### src/rtl/ball_ctrl_pkg.sv
// Shared types and constants for the pong ball controller: FSM states,
// per-axis direction encodings and the serve cell.
package pong_pkg;

    typedef enum logic [2:0] {
        IDLE,
        SERVE,
        PLAY,
        POINT,
        OVER
    } state_t;

    localparam logic [1:0] DIR_HOLD = 2'b00;
    localparam logic [1:0] DIR_POS  = 2'b01;
    localparam logic [1:0] DIR_NEG  = 2'b11;

    localparam int SERVE_X = 3;
    localparam int SERVE_Y = 4;

    function automatic logic [1:0] dir_flip(input logic [1:0] dir);
        return (dir == DIR_POS) ? DIR_NEG : DIR_POS;
    endfunction

endpackage

### src/rtl/ball_ctrl_paddle_hit.sv
// Combinational paddle range check: reports whether the ball row lies on the
// paddle and whether it is the paddle's top or bottom cell.
module paddle_hit #(
    parameter int BIT_OF_WIDTH = 3,
    parameter int PADDLE_LEN   = 3
) (
    input  logic [BIT_OF_WIDTH-1:0] ball_y,
    input  logic [BIT_OF_WIDTH-1:0] pad_y,
    output logic                    hit,
    output logic                    top_edge,
    output logic                    bottom_edge
);

    // One extra bit so a paddle reaching past the last row cannot wrap to 0.
    logic [BIT_OF_WIDTH:0] top_w;
    logic [BIT_OF_WIDTH:0] bot_w;
    logic [BIT_OF_WIDTH:0] ball_w;

    assign top_w  = {1'b0, pad_y};
    assign ball_w = {1'b0, ball_y};
    assign bot_w  = top_w + (BIT_OF_WIDTH+1)'(PADDLE_LEN - 1);

    assign hit         = (ball_w >= top_w) && (ball_w <= bot_w);
    assign top_edge    = (ball_w == top_w);
    assign bottom_edge = (ball_w == bot_w);

endmodule

### src/rtl/ball_ctrl.sv
// Pong ball controller: serve timing, wall/paddle reflection and scoring.
// Optional build macro PADDLE_SPIN_EN lets paddle edge hits steer the ball.
module ball_ctrl
    import pong_pkg::*;
#(
    parameter int WIDTH        = 8,
    parameter int BIT_OF_WIDTH = 3,
    parameter int PADDLE_LEN   = 3,
    parameter int SERVE_TICKS  = 4,
    parameter int MAX_SCORE    = 5
) (
    input  logic                    clk,
    input  logic                    rst_n,
    input  logic                    start,
    input  logic                    move_tick,
    input  logic [BIT_OF_WIDTH-1:0] x_pos,
    input  logic [BIT_OF_WIDTH-1:0] y_pos,
    input  logic [BIT_OF_WIDTH-1:0] pad_l_y,
    input  logic [BIT_OF_WIDTH-1:0] pad_r_y,
    output logic [3:0]              vector,
    output logic                    en,
    output logic                    endgame,
    output logic [3:0]              score_l,
    output logic [3:0]              score_r
);

    localparam int CNT_W = (SERVE_TICKS > 1) ? $clog2(SERVE_TICKS + 1) : 1;
    localparam logic [CNT_W-1:0]        SERVE_LAST = CNT_W'(SERVE_TICKS - 1);
    localparam logic [3:0]              SCORE_MAX  = 4'(MAX_SCORE);
    localparam logic [BIT_OF_WIDTH-1:0] ROW_LAST   = BIT_OF_WIDTH'(WIDTH - 1);
    localparam logic [BIT_OF_WIDTH-1:0] COL_LEFT   = BIT_OF_WIDTH'(1);
    localparam logic [BIT_OF_WIDTH-1:0] COL_RIGHT  = BIT_OF_WIDTH'(WIDTH - 2);

    state_t           state_q, state_d;
    logic [1:0]       vx_q, vx_d;
    logic [1:0]       vy_q, vy_d;
    logic [3:0]       score_l_q, score_l_d;
    logic [3:0]       score_r_q, score_r_d;
    logic [CNT_W-1:0] serve_cnt_q, serve_cnt_d;
    logic [1:0]       serve_dir_q, serve_dir_d;
    logic             right_scored_q, right_scored_d;

    logic hit_l, top_l, bot_l;
    logic hit_r, top_r, bot_r;

    paddle_hit #(
        .BIT_OF_WIDTH (BIT_OF_WIDTH),
        .PADDLE_LEN   (PADDLE_LEN)
    ) u_hit_l (
        .ball_y      (y_pos),
        .pad_y       (pad_l_y),
        .hit         (hit_l),
        .top_edge    (top_l),
        .bottom_edge (bot_l)
    );

    paddle_hit #(
        .BIT_OF_WIDTH (BIT_OF_WIDTH),
        .PADDLE_LEN   (PADDLE_LEN)
    ) u_hit_r (
        .ball_y      (y_pos),
        .pad_y       (pad_r_y),
        .hit         (hit_r),
        .top_edge    (top_r),
        .bottom_edge (bot_r)
    );

`ifndef PADDLE_SPIN_EN
    logic edge_unused;
    assign edge_unused = ^{top_l, bot_l, top_r, bot_r};
`endif

    always_ff @(posedge clk or negedge rst_n) begin
        if (!rst_n) begin
            state_q        <= IDLE;
            vx_q           <= DIR_HOLD;
            vy_q           <= DIR_HOLD;
            score_l_q      <= '0;
            score_r_q      <= '0;
            serve_cnt_q    <= '0;
            serve_dir_q    <= DIR_NEG;
            right_scored_q <= 1'b0;
        end else begin
            state_q        <= state_d;
            vx_q           <= vx_d;
            vy_q           <= vy_d;
            score_l_q      <= score_l_d;
            score_r_q      <= score_r_d;
            serve_cnt_q    <= serve_cnt_d;
            serve_dir_q    <= serve_dir_d;
            right_scored_q <= right_scored_d;
        end
    end

    logic [1:0] x_next;
    logic [1:0] y_next;
    logic       miss;
    logic [3:0] new_score;

    always_comb begin
        state_d        = state_q;
        vx_d           = vx_q;
        vy_d           = vy_q;
        score_l_d      = score_l_q;
        score_r_d      = score_r_q;
        serve_cnt_d    = serve_cnt_q;
        serve_dir_d    = serve_dir_q;
        right_scored_d = right_scored_q;
        x_next         = vx_q;
        y_next         = vy_q;
        miss           = 1'b0;
        new_score      = '0;

        case (state_q)
            IDLE: ;

            SERVE: begin
                if (move_tick) begin
                    if (serve_cnt_q == SERVE_LAST) begin
                        state_d     = PLAY;
                        vx_d        = serve_dir_q;
                        vy_d        = DIR_POS;
                        serve_cnt_d = '0;
                    end else begin
                        serve_cnt_d = serve_cnt_q + CNT_W'(1);
                    end
                end
            end

            PLAY: begin
                if (move_tick) begin
                    if (x_pos == COL_LEFT && vx_q == DIR_NEG) begin
                        if (hit_l) begin
                            x_next = DIR_POS;
`ifdef PADDLE_SPIN_EN
                            if (top_l)
                                y_next = DIR_NEG;
                            else if (bot_l)
                                y_next = DIR_POS;
`endif
                        end else begin
                            miss           = 1'b1;
                            right_scored_d = 1'b1;
                        end
                    end else if (x_pos == COL_RIGHT && vx_q == DIR_POS) begin
                        if (hit_r) begin
                            x_next = DIR_NEG;
`ifdef PADDLE_SPIN_EN
                            if (top_r)
                                y_next = DIR_NEG;
                            else if (bot_r)
                                y_next = DIR_POS;
`endif
                        end else begin
                            miss           = 1'b1;
                            right_scored_d = 1'b0;
                        end
                    end

                    // Wall check after spin so a corner hit never drives into the wall.
                    if (y_pos == '0 && y_next == DIR_NEG)
                        y_next = dir_flip(y_next);
                    else if (y_pos == ROW_LAST && y_next == DIR_POS)
                        y_next = dir_flip(y_next);

                    if (miss) begin
                        state_d = POINT;
                    end else begin
                        vx_d = x_next;
                        vy_d = y_next;
                    end
                end
            end

            POINT: begin
                if (right_scored_q) begin
                    new_score   = (score_r_q < SCORE_MAX) ? score_r_q + 4'd1 : score_r_q;
                    score_r_d   = new_score;
                    serve_dir_d = DIR_NEG;
                end else begin
                    new_score   = (score_l_q < SCORE_MAX) ? score_l_q + 4'd1 : score_l_q;
                    score_l_d   = new_score;
                    serve_dir_d = DIR_POS;
                end
                if (new_score == SCORE_MAX) begin
                    state_d = OVER;
                end else begin
                    state_d     = SERVE;
                    serve_cnt_d = '0;
                    vx_d        = DIR_HOLD;
                    vy_d        = DIR_HOLD;
                end
            end

            OVER: ;

            default: state_d = IDLE;
        endcase

        if (start) begin
            state_d        = SERVE;
            vx_d           = DIR_HOLD;
            vy_d           = DIR_HOLD;
            score_l_d      = '0;
            score_r_d      = '0;
            serve_cnt_d    = '0;
            serve_dir_d    = DIR_NEG;
            right_scored_d = 1'b0;
        end
    end

    assign vector  = {vx_q, vy_q};
    assign en      = (state_q == PLAY) || (state_q == OVER);
    assign endgame = (state_q == OVER);
    assign score_l = score_l_q;
    assign score_r = score_r_q;

endmodule
### config.mk
export PLATFORM = sky130hd
export DESIGN_NAME = ball_ctrl
export DESIGN_NICKNAME = d
export VERILOG_FILES = /design/src/rtl/ball_ctrl_pkg.sv /design/src/rtl/ball_ctrl_paddle_hit.sv /design/src/rtl/ball_ctrl.sv
export SDC_FILE = /design/constraint.sdc
export NUM_CORES = 1
export LEC_CHECK = 0
export BUFFER_PORTS_ARGS = -buffer_cell sky130_fd_sc_hd__buf_2
export CORE_MARGIN = 10
export CORE_UTILIZATION = 55
export CTS_CLUSTER_DIAMETER = 80
export DETAILED_ROUTE_END_ITERATION = 12
export PLACE_DENSITY = 0.79
export SYNTH_ARGS = -nofsm -noshare
export SYNTH_HDL_FRONTEND = slang
export SYNTH_SLANG_ARGS = --single-unit
### constraint.sdc
create_clock -name clk -period 2.9 [get_ports clk]
set_clock_uncertainty 0.1 [all_clocks]
set_input_delay 0.29 -clock clk [delete_from_list [all_inputs] [get_ports clk]]
set_output_delay 0.29 -clock clk [all_outputs]
set_load 0.01 [all_outputs]
[Word-level counts from Yosys, hierarchy flattened]
Index checks and enable logic that the tools add are counted.
Storage, ports and cells
  register bits: 21
  input port bits: 16
  output and inout bits: 14
  logic and storage cells: 128
Cells by class
  $add $sub $neg: 5
  $lt $le $gt $ge: 6
  eq/ne operators: 27
  multiplexer cells: 58
  reductions and logical operators: 24
Operators with widths (number)
  2-bit two-way mux: 21
  4-bit two-way mux: 10
  3-bit two-way mux: 10
  3-bit != test, second input constant: 7
  4-bit != test, second input constant: 4
  1-bit two-way mux: 13
  2-bit case mux with 3 select lines: 2
  3-bit case mux with 4 select lines: 1
  5-bit AND reduction: 2
  3-bit by 2-bit == test with 1-bit output, second input constant: 3
  3-bit == test, second input constant: 3
  9-bit AND reduction: 1
  3-bit by 2-bit adder with 4-bit output, second input constant: 2
  4-bit by 1-bit adder with 4-bit output, second input constant: 2
  3-bit by 4-bit <= comparator with 1-bit output: 2
  4-bit by 3-bit less-than comparator with 1-bit output, second input constant: 2
  2-bit nonzero test: 4
  7-bit AND reduction: 1
  3-bit by 1-bit == test with 1-bit output, second input constant: 2
  3-bit greater-or-equal comparator: 2
  1-bit logical AND: 6
  3-bit logical NOT: 2
  3-bit case mux with 2 select lines: 1
  3-bit nonzero test: 2
  other kinds (12): 15

[Logic depth before layout (Yosys ltp)]
Gate-level depths: netlist (run 1).
  depth after elaboration: 12
  gate-level depth with buffers: 9
  gate-level depth less buffers: 9

[Cells and area by module]
From an unflattened synthesis (run 1), not the netlist that was laid out.
Second synthesis, totals
  cells, all modules: 177
  area, all modules: 1600.3 µm²
Modules (own cells, without submodules)
  ball_ctrl: times used 1, cells an instance 141, area an instance 1302.5 µm²
  paddle_hit: times used 2, cells an instance 18, area an instance 148.9 µm²

[Worst setup path before layout (run 1)]
No wires, ideal clock.
  kind: reg2reg
  start point: register score_r_q[0], in the netlist score_r[0]
  end point: register vx_q[1]
  arrival time: 1923 ps
  setup slack: 750 ps
  stages on the path, launching flop included: 9
  path buffers: 0
  period minus slack after synthesis: 2150 ps
  path through: dfrtp_1 > inv_1 > ha_1 > and2b_1 > xnor2_2 > o41ai_2 > a21oi_2 > o21ai_2 > mux2_1
On the way
  longest elaborated chain between the ends: 7
  elaborated cells between the ends (all ways): 8
Ends and longest elaborated chain
  start: declaration: RTL line ball_ctrl.sv:38  | logic [3:0] score_r_q, score_r_d;
  start signal: assignment: RTL line ball_ctrl.sv:88  | score_r_q <= score_r_d;
  4-bit by 1-bit adder with 4-bit output / 4-bit by 3-bit less-than comparator with 1-bit output (equally long branches): RTL line ball_ctrl.sv:177  | new_score = (score_r_q < SCORE_MAX) ? score_r_q + 4'd1 : score_r_q;
  4-bit two-way mux (*): RTL line ball_ctrl.sv:177
  4-bit two-way mux (*): RTL line ball_ctrl.sv:176  | if (right_scored_q) begin
  4-bit two-way mux (*): RTL line ball_ctrl.sv:114  | case (state_q)
  4-bit by 3-bit == test with 1-bit output (*): RTL line ball_ctrl.sv:185  | if (new_score == SCORE_MAX) begin
  3-bit != test (no source line) (*)
  9-bit AND reduction (no source line) (*)
  end signal: assignment: RTL line ball_ctrl.sv:85  | vx_q <= vx_d;
  end: declaration: RTL line ball_ctrl.sv:35  | logic [1:0] vx_q, vx_d;
Mark *: on every way between the ends. The rest lies on a longest branch, timed or not. The select of a mux whose other input is x is not followed.
A chain may end at the register's enable or synchronous reset.

[Final worst setup path (run 1)]
Ends and elaborated chain as after synthesis.

==> results.md, run 1 <==
- Status: completed
- Ys flop type: dfrtp_1
- Gate count of the mapped netlist: ~180
- # rows: 19
- Ys async rst share: 100%
- Worst-path cell chain: inv_1 -> ha_1 -> and2b_1 -> xnor2_2 -> o41ai_2 -> a21oi_2 -> o21ai_2 -> mux2_1
- Launch point of the worst path: score_r[0]$_DFFE_PN0P_
- Vias post-DR: 1468
- Critical hold path startpoint: move_tick
- Critical R2R Launch: score_r[0]$_DFFE_PN0P_
- Reg power frac: between 40% and 50%
- CTS sink count: 20
- # H-tree levels: 1
- Drt pass-1 iters: 4
- Crit. End Element: flip-flop
- Placed cell area: 1810 um2
- CP Data Required Time: about 3.0 ns
- Clk Latency, worst-skew pair: about 0.32 ns
- Part of the cycle the worst path needs: 78.9%
- Number of remaining DRC errors: 0
- Cell area after synthesis: 1640 um2
- Area Growth Syn to Fin: 14.2%
- Minimum clock period: between 2 and 2.5 ns
- Initial Util: 58.4%
- 1st-iter DRT viols: 60
- Total global routing track utilization: 14.0%
- Antenna Cells: 0
- CTS tree: done
- Leak pwr: 0.908 nW
- Number of routed nets with antenna violations: 0
- Switching share of total power: around a quarter
- Yosys synthesis warning count: 0
- Post-Syn Area per Cell: around 9 um2
- Hpwl dp: about 3000 um
- Area of the multi-input gates: about 1000 um2
- Final Max Tran Viols: 0
- Slack of the critical path: approximately 0.61 ns
- Internal power: approximately 0.48 mW
- Die W: around 75 um
- Fin util: approximately 67%
- Ports: 30
- Critical path class: flip-flop to flip-flop
- Switching pwr: about 0.16 mW
- Count of final setup violators: 0
- Layout Nets: 249
- Root buf cell: clkbuf_4
- Antenna violations before repair: 0
- Commonest cells after routing, fill and taps aside: buf_2, nor2_1, dfrtp_1, inv_1, ha_1
- First-pass GRT wire length: roughly 6400 um
- Final wirelength: between 3000 and 4000 um
- Clock edge transition at the registers on the reported setup and hold paths: 0.12 ns
- Total power: 0.641 mW
- Power Density: between 300 and 400 nW/um2
- Synth cell types: 55
- CTS buffer count: 3
- Gr ovfl total: 0
- Largest net degree at the start of global routing: 21
- Mapped Nets: roughly 220
- Largest stage delay on the critical path: around 0.44 ns
- Sequential share of the synthesized area: between 30 and 40%
- Maximum vdd drop: about 0.32 mV
- Final Hold Fails: 0
- Worst relative slew slack: approximately 70%
- Crit path max-delay cell type: dfrtp_1
- Clock power share: roughly 36%
- CTS Buffer Depth: 2
- Peak Freq: around 0.44 GHz
- RD Place Congestion: 0.867
- Die Ht: 74.6 um
- Placed Instances: 241
- Least-Margin Pin Slew: 0.454 ns
- Vias in the first global route: about 1500
- CP Data Arrival Time: between 2 and 2.5 ns
- Sequential cell area: around 500 um2
- Core Area: between 2000 and 3000 um2
- Final std cells w/o fill: roughly 250
- Post-CTS Setup Inserts: 0
- Comb pwr share: between 10% and 20%
- Most common cell after layout, fill and taps aside: buf_2
- MaxCap Viol Count: 0
- Filler instances: about 250
- Share of cells above drive strength 1: a little over a fifth
- Number of synthesized flops with an enable pin: 0
- Yosys reg bits: 20
- Place WS: 0.590 ns
- Startpoint types: flip-flop
- Crit Path Max Fanout: 4
- PortBufs: 29
- Setup TNS Final: 0 ns
- Hold Crit Class: input port to flip-flop
- Post-route cell area: about 1900 um2
- Vias per Instance: approximately 6.0
- Total die area: ~5600 um2
- RSZ-0062 raised after global routing: no
- DR WL/cell: between 15 and 20 um
- Hold_ws: between 0.2 and 0.25 ns
-- path summary, 6_finish.rpt --
path / depth (start not counted) / slack (ns) / to
worst max-delay path: 8 / 0.61 / vx_q[1]$_DFFE_PN0P_
worst min-delay path: 3 / 0.22 / right_scored_q$_DFFE_PN0P_
max in group asynchronous: 2 / 2.00 / serve_dir_q[1]$_DFFE_PN1P_
min in group asynchronous: 2 / 0.34 / state_q[1]$_DFFE_PN0P_
worst min register to register: 1 / 0.44 / serve_cnt_q[2]$_DFFE_PN0P_
worst max register to register: 8 / 0.61 / vx_q[1]$_DFFE_PN0P_
-- sequential cells by signal, indices dropped and copies added (netlist names) --
signal	cells
serve_dir_q	1
right_scored_q	1
serve_cnt_q	3
vy_q	2
score_r	4
vx_q	2
score_l	4
state_q	3
-- kinds of logic (layout without fill, tap and decap cells) --
logic type | after synthesis | after routing | synth area share (%)
xor gates and xnor gates | 3 | 3 | 2.06
DFF | 20 | 20 | 30.6
buffers and inverters | 22 | 53 | 5.42
AOI/OAI and AO/OA | 46 | 46 | 21.7
and+or+nand+nor | 71 | 71 | 24.1
adders and majority gates | 17 | 17 | 13.0
muxes | 5 | 5 | 3.13
-- routing by layer --
layer  track usage [%]  vias to the layer above  share of wire (%)
met5                 0                        -                  0
met4              4.20                        0               0.93
met3              3.86                        4                7.1
met2              24.6                       40                 49
met1              16.3                      705                 43
li1                  -                      719                  -
-- worst max-delay path: cells and delay by family (launching register included) --
family                   cells  cell delay, ns
adder cells (fa/ha/maj)      1            0.23
flip-flops                   1            0.44
multiplexers                 1            0.34
buffers and inverters        1            0.15
XOR/XNOR                     1            0.16
AO/OA/AOI/OAI                3            0.54
AND/OR/NAND/NOR              1            0.24
-- power groups by stage --
stage / clock (mW) / sequential, mW / combinational [mW]
global route: 0.244 / 0.296 / 0.130
floorplan: 0 / 0.299 / 0.0730
global placement: 0 / 0.299 / 0.107
detailed placement: 0 / 0.300 / 0.114
CTS: 0.235 / 0.295 / 0.115
finish: 0.232 / 0.295 / 0.114
-- cell usage after synthesis, drive strengths merged, types with 2 or more instances --
master   n  area, um2
nand3b   3       22.5
a21oi    7       42.5
ha      17        213
inv     17       63.8
o21bai   4       30.0
a31o     2       17.5
o22ai    3       18.8
buf      3       17.5
nand4b   2       17.5
o21a     4       30.0
nand2b   2       12.5
nand3    2       10.0
dfrtp   19        475
o21ai   10       53.8
nor2b    4       25.0
and3     2       12.5
xnor2    3       33.8
nor3     5       40.0
o211ai   3       22.5
nand2   12       45.0
mux2i    4       40.0
o21ba    2       20.0
nand4    2       12.5
nor2    25       93.8
nor3b    3       22.5
a31oi    2       12.5
-- layout make-up --
cell class / count / share of cell area (%)
inverter: 18 / 3.61
tap: 31 / 2.07
clock buffer: 3 / 1.20
multi-input combinational: 142 / 56.0
timing repair buffer: 31 / 8.69
clock inverter: 1 / 1.60
sequential: 20 / 26.8
-- repair_timing --
action                     4_1_cts  5_1_grt
setup endpoints to repair        0        0
hold endpoints to repair        19        0
hold buffers                     1        0
resized for setup                0        0
Power figures use the tool's default switching activity.
==> run 2: changes to the inputs <==
Clock period 2.9 ns to 2.2 ns, I/O delays scaled along.
==> run 2 against run 1 <==
  * Largest cell class unchanged
  * First-iteration DRC count rose by 55%
  * Sequential share of layout area fell by 1.7 points
  * Total power rose by 34%
  * Design area rose by 6.9%
  * Maximum frequency rose by 7.2%
==> results.md, run 2 (synthesis results as in run 1) <==
- Crit. End Element: flip-flop
- Reg-to-reg slack, setup: 0.06 ns (-0.55 ns)
- Hold_ws: 0.136 ns (-0.0881 ns)
- Fin util: 71.3% (+4.6 points)
- Drt pass-1 iters: 4 (unchanged)
- Met1 GRT Util: 15.5% (-0.75 points)
- Least-Margin Pin Slew: 0.452 ns (-0.00195 ns)
- Slack of the critical path: 0.0636 ns (-0.547 ns)
- Final Hold Fails: 0 (unchanged)
- Number of routed nets with antenna violations: 0 (unchanged)
- Die Ht: 74.6 um (unchanged)
- # H-tree levels: 1 (unchanged)
- CTS buffer count: 3 (unchanged)
- # rows: 19 (unchanged)
- Clock edge transition at the registers on the reported setup and hold paths: 0.13 ns (about the same)
- Placed Instances: 246 (+2.1%)
- Antenna Cells: 0 (unchanged)
- Share of cells above drive strength 1: 29.6% (+7.8 points)
- Root buf cell: clkbuf_4
- Core Area: 2810 um2 (unchanged)
- Commonest cells after routing, fill and taps aside: buf_2, nor2_1, dfrtp_1, inv_1, ha_1
- GRT busiest layer: met2
- DR WL/cell: 15.9 um (+4.3%)
- Vias per Instance: 5.81 (-2.7%)
- Total global routing track utilization: 14.4% (+0.39 points)
- PortBufs: 29 (unchanged)
- Final wirelength: 4100 um (+8.9%)
- Area Growth Syn to Fin: 22.1%
- Minimum clock period: 2.14 ns (-0.153 ns)
- Count of final setup violators: 0 (unchanged)
- Status: completed
- Power Density: 429 nW/um2 (+25%)
- Place WS: -0.0452 ns (-0.635 ns)
- Leak pwr: 0.967 nW (+6.5%)
- 1st-iter DRT viols: 93 (+55%)
- MaxCap Viol Count: 0 (unchanged)
- Hold Crit Class: input port to flip-flop
- CTS sink count: 20 (unchanged)
- Critical R2R Launch: score_r[1]$_DFFE_PN0P_
- First-pass GRT wire length: 6370 um (unchanged)
- Initial Util: 58.4% (unchanged)
- Vias post-DR: 1493 (+1.7%)
- CTS tree: done
- Most common cell after layout, fill and taps aside: buf_2
- Ports: 30 (unchanged)
- Clk Latency, worst-skew pair: 0.32 ns (about the same)
- Crit Path Max Fanout: 4 (unchanged)
- Gr ovfl total: 0 (unchanged)
- Antenna violations before repair: 0 (unchanged)
- Placed cell area: 1850 um2 (+2.1%)
- Largest net degree at the start of global routing: 21 (unchanged)
- Critical hold path startpoint: move_tick
- Post-route cell area: 2000 um2 (+6.9%)
- Part of the cycle the worst path needs: 97.1% (+18 points)
- CTS Buffer Depth: 2 (unchanged)
- R2R depth: 8 (unchanged)
- RD Place Congestion: 0.875 (+0.97%)
- Hold Path End: right_scored_q$_DFFE_PN0P_
- Hpwl dp: 3200 um (+6.0%)
- Total die area: 5560 um2 (unchanged)
- Startpoint types: flip-flop
- Critical path class: flip-flop to flip-flop
- Layout Nets: 260 (+4.4%)
- Met3 Use GR: 4.52% (+0.66 points)
- RR Endpoint: vx_q[1]$_DFFE_PN0P_
- Final Max Tran Viols: 0 (unchanged)
- Number of remaining DRC errors: 0 (unchanged)
- Maximum vdd drop: 0.469 mV (+45%)
- Met2 usage: 27.4% (+2.8 points)
- Hold path cells: 3 (unchanged)
- CP Data Required Time: 2.32 ns (-0.70 ns)
- Final std cells w/o fill: 257 (+4.5%)
- CP Data Arrival Time: 2.26 ns (-0.15 ns)
- Die W: 74.6 um (unchanged)
- Worst relative slew slack: 69.8% (+0.13 points)
- Peak Freq: 0.468 GHz (+7.2%)
- Vias in the first global route: 1433 (-4.3%)
[run 2: stage by stage]
| stage | power (mW) | setup TNS (ns) |
|---|---|---|
| floorplan | 0.491 | 0 |
| global placement | 0.539 | 0 |
| detailed placement | 0.550 | -0.0474 |
| CTS | 0.857 | 0 |
| global route | 0.899 | -0.0746 |
| finish | 0.858 | 0 |
[run 2: layout make-up]
cell class,count,area (um2)
Sequential cell,20,503
Inverter,18,67.6
Multi-Input combinational cell,142,1090
Clock inverter,1,30.0
Tap cell,31,38.8
Clock buffer,3,22.5
Timing Repair Buffer,42,245
Fill cell,225,805
[run 2: worst max-delay path, cell delays in order, from the launching register on]
cell	delay, ns
dfrtp_1	0.43
inv_1	0.12
ha_4	0.22
nor2b_1	0.16
o21ai_2	0.10
o41ai_2	0.39
a21oi_2	0.09
o21ai_2	0.10
mux2_1	0.34
[run 2: routing by layer]
layer | up-vias | share of wire, %
li1 | 747 | -
met3 | 2 | 6.1
met4 | 0 | 0.34
met1 | 704 | 40
met5 | - | 0
met2 | 40 | 53
[run 2: worst max-delay path by stage]
stage / slack [ns] / start / endpoint
after floorplan: 0.05 / score_r[0]$_DFFE_PN0P_ / vx_q[1]$_DFFE_PN0P_
after global placement: 0.07 / pad_l_y[1] / vy_q[1]$_DFFE_PN0P_
after detailed placement: -0.05 / pad_l_y[1] / vy_q[1]$_DFFE_PN0P_
after CTS: 0.002 / score_r[1]$_DFFE_PN0P_ / vx_q[1]$_DFFE_PN0P_
after global routing: -0.03 / score_r[1]$_DFFE_PN0P_ / vx_q[1]$_DFFE_PN0P_
final: 0.06 / score_r[1]$_DFFE_PN0P_ / vx_q[1]$_DFFE_PN0P_
[run 2: report_power, final]
| group | switching [mW] | internal, mW | leakage [nW] |
|---|---|---|---|
| registers | 0.00988 | 0.378 | 0.264 |
| logic | 0.0879 | 0.0713 | 0.676 |
| clock network | 0.126 | 0.184 | 0.0279 |
| total | 0.224 | 0.634 | 0.967 |
[run 2: what timing repair did]
item,4_1_cts,5_1_grt
hold endpoints to repair,19,0
resized for setup,0,10
pin swaps,0,3
endpoints found under the setup margin,3,5
hold buffers,1,0
setup buffers,1,5
